`src/rtl/mem_arb_pkg.sv`:
```
// rtl/mem_arb_pkg.sv - shared types and constants for the memory arbiter
//
// Purpose : state encoding, grant encoding and counter width used by
//           mem_arbiter and arb_select.
// Contents: CNT_W   - width of the BUSY-phase latency counter
//           state_t - IDLE / BUSY / RESP
//           grant_t - GNT_CPU (0) / GNT_EXT (1)
package mem_arb_pkg;

  localparam int CNT_W = 4;

  typedef enum logic [1:0] {
    IDLE = 2'd0,
    BUSY = 2'd1,
    RESP = 2'd2
  } state_t;

  typedef enum logic {
    GNT_CPU = 1'b0,
    GNT_EXT = 1'b1
  } grant_t;

endpackage

```
`src/rtl/arb_select.sv`:
```
// rtl/arb_select.sv - combinational winner selection between core and external port
//
// Purpose : picks which requester is served next. A lone request always wins;
//           on a tie the requester that was not granted last wins.
// Ports   : cpu_req    in  core request
//           ext_req    in  external request
//           last_grant in  previous winner (tie-break history)
//           grant      out selected requester (GNT_CPU when nobody requests)
module arb_select
  import mem_arb_pkg::*;
(
  input  logic   cpu_req,
  input  logic   ext_req,
  input  grant_t last_grant,
  output grant_t grant
);

  always_comb begin
    grant = GNT_CPU;
    if (cpu_req && ext_req) begin
      if (last_grant == GNT_CPU) begin
        grant = GNT_EXT;
      end else begin
        grant = GNT_CPU;
      end
    end else if (ext_req) begin
      grant = GNT_EXT;
    end
  end

endmodule

```
`src/rtl/mem_arbiter.sv`:
```
// rtl/mem_arbiter.sv - two-port arbiter in front of a single shared memory
//
// Purpose : serialises core and external (debug/DMA) accesses onto one memory
//           port. Each transaction runs IDLE -> BUSY (LATENCY cycles) -> RESP.
// Params  : DATA_W, ADDR_W, LATENCY (1..15 BUSY cycles per transaction)
// Macro   : MEM_ARB_ROUND_ROBIN_EN - when defined, ties alternate between the
//           two requesters; otherwise the core always wins a tie.
// Ports   : clk, reset (async, active high)
//           cpu_req/cpu_we/cpu_adr/cpu_wd in, cpu_rd/cpu_ready out
//           ext_req/ext_we/ext_adr/ext_wd in, ext_rd/ext_ready out
//           mem_en/mem_we/mem_adr/mem_wd out, mem_rd in
module mem_arbiter
  import mem_arb_pkg::*;
#(
  parameter int DATA_W  = 32,
  parameter int ADDR_W  = 32,
  parameter int LATENCY = 1
) (
  input  logic              clk,
  input  logic              reset,
  input  logic              cpu_req,
  input  logic              cpu_we,
  input  logic [ADDR_W-1:0] cpu_adr,
  input  logic [DATA_W-1:0] cpu_wd,
  output logic [DATA_W-1:0] cpu_rd,
  output logic              cpu_ready,
  input  logic              ext_req,
  input  logic              ext_we,
  input  logic [ADDR_W-1:0] ext_adr,
  input  logic [DATA_W-1:0] ext_wd,
  output logic [DATA_W-1:0] ext_rd,
  output logic              ext_ready,
  output logic              mem_en,
  output logic              mem_we,
  output logic [ADDR_W-1:0] mem_adr,
  output logic [DATA_W-1:0] mem_wd,
  input  logic [DATA_W-1:0] mem_rd
);

  state_t            state, state_nxt;
  logic [CNT_W-1:0]  cnt;
  grant_t            gnt;
  grant_t            sel;
  grant_t            last_grant;
  logic              lat_we;
  logic [ADDR_W-1:0] lat_adr;
  logic [DATA_W-1:0] lat_wd;
  logic              any_req;
  logic              start;
  logic              last_busy;

  assign any_req   = cpu_req | ext_req;
  assign start     = (state == IDLE) && any_req;
  // cnt counts down the remaining BUSY cycles; zero marks the final one.
  assign last_busy = (state == BUSY) && (cnt == '0);

`ifdef MEM_ARB_ROUND_ROBIN_EN
  // Reset to EXT so the first tie after reset goes to the core.
  always_ff @(posedge clk or posedge reset) begin
    if (reset) begin
      last_grant <= GNT_EXT;
    end else if (start) begin
      last_grant <= sel;
    end
  end
`else
  // Fixed history of EXT makes every tie resolve to the core.
  assign last_grant = GNT_EXT;
`endif

  arb_select u_arb_select (
    .cpu_req    (cpu_req),
    .ext_req    (ext_req),
    .last_grant (last_grant),
    .grant      (sel)
  );

  always_ff @(posedge clk or posedge reset) begin
    if (reset) begin
      state <= IDLE;
    end else begin
      state <= state_nxt;
    end
  end

  always_comb begin
    state_nxt = state;
    mem_en    = 1'b0;
    mem_we    = 1'b0;
    mem_adr   = '0;
    mem_wd    = '0;
    case (state)
      IDLE: begin
        if (any_req) begin
          state_nxt = BUSY;
        end
      end
      BUSY: begin
        mem_en  = 1'b1;
        mem_we  = lat_we;
        mem_adr = lat_adr;
        mem_wd  = lat_wd;
        if (cnt == '0) begin
          state_nxt = RESP;
        end
      end
      RESP: begin
        state_nxt = IDLE;
      end
      default: begin
        state_nxt = IDLE;
      end
    endcase
  end

  // Request fields are captured once at grant time so requesters may change
  // their inputs while the access is in flight.
  always_ff @(posedge clk or posedge reset) begin
    if (reset) begin
      cnt       <= '0;
      gnt       <= GNT_CPU;
      lat_we    <= 1'b0;
      lat_adr   <= '0;
      lat_wd    <= '0;
      cpu_rd    <= '0;
      ext_rd    <= '0;
      cpu_ready <= 1'b0;
      ext_ready <= 1'b0;
    end else begin
      cpu_ready <= 1'b0;
      ext_ready <= 1'b0;
      if (start) begin
        gnt <= sel;
        cnt <= CNT_W'(LATENCY - 1);
        if (sel == GNT_CPU) begin
          lat_we  <= cpu_we;
          lat_adr <= cpu_adr;
          lat_wd  <= cpu_wd;
        end else begin
          lat_we  <= ext_we;
          lat_adr <= ext_adr;
          lat_wd  <= ext_wd;
        end
      end else if (last_busy) begin
        // Ready is registered here so it is high exactly during RESP.
        if (gnt == GNT_CPU) begin
          cpu_rd    <= mem_rd;
          cpu_ready <= 1'b1;
        end else begin
          ext_rd    <= mem_rd;
          ext_ready <= 1'b1;
        end
      end else if (state == BUSY) begin
        cnt <= cnt - 1'b1;
      end
    end
  end

endmodule

```
`config.mk`:
```
export PLATFORM = sky130hd
export DESIGN_NAME = mem_arbiter
export DESIGN_NICKNAME = d
export VERILOG_FILES = /design/src/rtl/mem_arb_pkg.sv /design/src/rtl/arb_select.sv /design/src/rtl/mem_arbiter.sv
export SDC_FILE = /design/constraint.sdc
export NUM_CORES = 1
export LEC_CHECK = 0
export CAP_MARGIN = 20
export CORE_MARGIN = 1.5
export CORE_UTILIZATION = 37
export CTS_CLUSTER_DIAMETER = 100
export CTS_CLUSTER_SIZE = 10
export DETAILED_ROUTE_END_ITERATION = 8
export PLACE_DENSITY_LB_ADDON = 0.2
export SLEW_MARGIN = 10
export SYNTH_ARGS = -nofsm -noshare
export SYNTH_HDL_FRONTEND = slang
export SYNTH_SLANG_ARGS = --single-unit
```
`constraint.sdc`:
```
create_clock -name clk -period 4.17 [get_ports clk]
set_clock_uncertainty 0.15 [all_clocks]
set_input_delay 0.6255 -clock clk [delete_from_list [all_inputs] [get_ports clk]]
set_output_delay 0.6255 -clock clk [all_outputs]
set_load 0.005 [all_outputs]
```
==> out/metrics.yaml <==
logic_synthesis:
  synth.cell_area_sq_um: 6296
  avgSynthCellArea_sq_um: 11.75
  async_flop_share_pct: 100.0
  postSynthRegisterBits: 138
  yosysWarnings: 0
  synth-edff-count: 0
  synth_area_leader_cell: "dfrtp_1"
  ys.flop_type: "dfrtp_1"
  synthesis.nets: 703
  yosysSeqAreaShare_pct: 54.85
  ys_types: 28
  yosysTopAreaCellShare_pct: 54.85
  synthCells: 536
  synth_top_cells_by_area: "dfrtp_1, o21ai_0, mux2i_1, mux2_1, and2_1"
timing:
  tightest_slew_ns: 1.005
  hold_viol: 0
  finalCriticalPeriod_ns: 3.335
  relSlewSlack_pct: 32.99
  worst_slack_ns: 0.8352
  finalCritPeriodShare_pct: 79.97
  slew_violations: 0
  finalSetupTns_ns: 0
  fmax_mhz: 299.9
  rsz0062_at_grt: "false"
  setup_viol: 0
grt:
  overflow: 0
  grt_max_degree: 72
  grt_first_pass_wirelength_microns: 28450
  grt_use_total_pct: 20.59
  grt_pass1_vias: 5489
  antenna_found_initial: 0
critical_path:
  crit_chain: "nand2b_2 -> inv_2 -> and2_1 -> clkdlybuf4s50_1"
  cp-startpoint: "state[1]"
  criticalPathCategory: "register to output port"
  r2r_start: "state[1]"
  cp_data_required_time_ns: 3.39
  cp.arrival_ns: 2.56
  crit_fanout: 71
  cp_slowest_stage_delay_ns: 0.72
  startpoint_type: "register"
  slowest_stage: "inv_2"
  endpoint_kind: "output port"
cells_and_area:
  area_growth_pct: 59.76
  n_antenna_cell: 0
  drive_above_1_share_pct: 7.332
  layout_commonest_cell: "clkdlybuf4s50_1"
  nNetsFinal: 987
  final_cell_mix: "clkdlybuf4s50_1, dfrtp_1, o21ai_0"
  finalInstanceArea_sq_um: 10060
flow_run:
  drv_cap: 0
die:
  initial_utilization_pct: 37.97
  die_w_microns: 133.4
  dieArea_sq_um: 17810
  ios: 298
  core-area_sq_um: 16580
  die_h_microns: 133.4
  rows: 47
route:
  num_vias: 5212
  wl_per_cell_microns: 16.93
  antenna_left: 0
  drt_iter0_markers: 162
  routed_wl_microns: 17810
  dr.pass1.iters: 4
  drc: 0
  via_per_inst: 4.954
clocking:
  postCtsSetupBuffers: 0
  cts_resized: 0
  root_buffer: "clkbuf_16"
  cts-buffers-inserted: 17
  clockBufferDepth: 2
  clkLatencyLatePin_ns: 0.41
  cts_sinks: 138
  path_clk_slew_ns: 0.06
  cts_tree: "done"
  htreeDepth: 4
  ctsHoldBuffers: 0
power:
  peakVddDrop_v: 0.0003126
  cellLeakagePower_uw: 0.004095
  p_per_area_nw_per_um2: 665.1
placement:
  dp_slack_ns: 1.128
  place_area_sq_um: 9465
  port_buffers: 297
  dp_hpwl_microns: 12550
  gp_congestion: 0.7809
run_status:
  status: "finished, final reports clean"
min_path:
  hp-class: "register to register"
  holdCritStartpoint: "ext_rd[10]"
## critical path, delay by kind of cell (launching register included)
family | cells | cell delay (ns)
buffers and inverters | 2 | 1.24
and+or+nand+nor | 2 | 0.48
DFF | 1 | 0.40
## logic make-up after synthesis
family	Yosys count	share of synthesized area [%]
fa+ha+maj	1	0.1987
flops	138	54.85
compound gates	140	11.21
buf+inv	48	3.637
mux	130	21.94
simple gates	79	8.168
## area by class of cell
type	count	area, sq um
fill	1336	6525
sequential	138	3453
timing repair buffer	307	3110
multi-input combinational	350	2640
clock buffer	20	466.7
tap	220	275.3
clock inverter	11	86.33
inverter	6	26.28
## metrics by stage
stage / util, % / power, uW / std cells / hold WS (ns)
after detailed placement: 57.08 / 5315 / 1019 / 0.3251
after CTS: 60.41 / 6749 / 1050 / 0.3382
after global routing: 60.65 / 7145 / 1052 / 0.3512
after global placement: 57.08 / 5203 / 1019 / 0.3157
final: 60.65 / 6690 / 1052 / 0.3312
after floorplan: - / 3590 / 536 / 0.3146
## synthesized netlist by cell type (3+ instances only)
cell type  number
inv_1           5
buf_6           3
and2_1         66
buf_4           5
mux2_1         53
a21oi_1         4
dfrtp_1       138
o21ai_0       133
mux2_2         11
buf_2           6
clkbuf_1       28
mux2i_1        66
nor2_1          3
## path summary, 6_finish.rpt
check                               to  slack (ns)  cells after the start
min                         ext_rd[10]        0.33                      1
min reg2reg                 ext_rd[10]        0.33                      1
max in group asynchronous  lat_adr[10]        2.92                      3
max                        mem_adr[27]        0.84                      4
max reg2reg                 ext_rd[30]        1.49                      5
min in group asynchronous    lat_wd[8]        0.38                      2
## layer usage
metal	share of wire (%)	track usage (%)	up-vias	routed length [microns]
met3	7.1	6.507	22	1265
met2	50	35.64	219	8908
li1	-	-	2451	-
met1	41	24.08	2520	7340
met5	0	0	-	0
met4	1.7	7.307	0	297
## sequential cells by signal, indices dropped and copies added (netlist names)
register and flops:
lat_wd 32, cpu_rd 32, cnt 4, state 2, gnt 1, ext_ready 1, lat_adr 32, lat_we 1
cpu_ready 1, ext_rd 32
## power by group
part | internal (uW) | switching (uW) | total [uW]
registers | 2010 | 317 | 2330
clock network | 814 | 586 | 1400
logic | 1760 | 1200 | 2960
No activity file was read; power rests on OpenSTA's default activity.
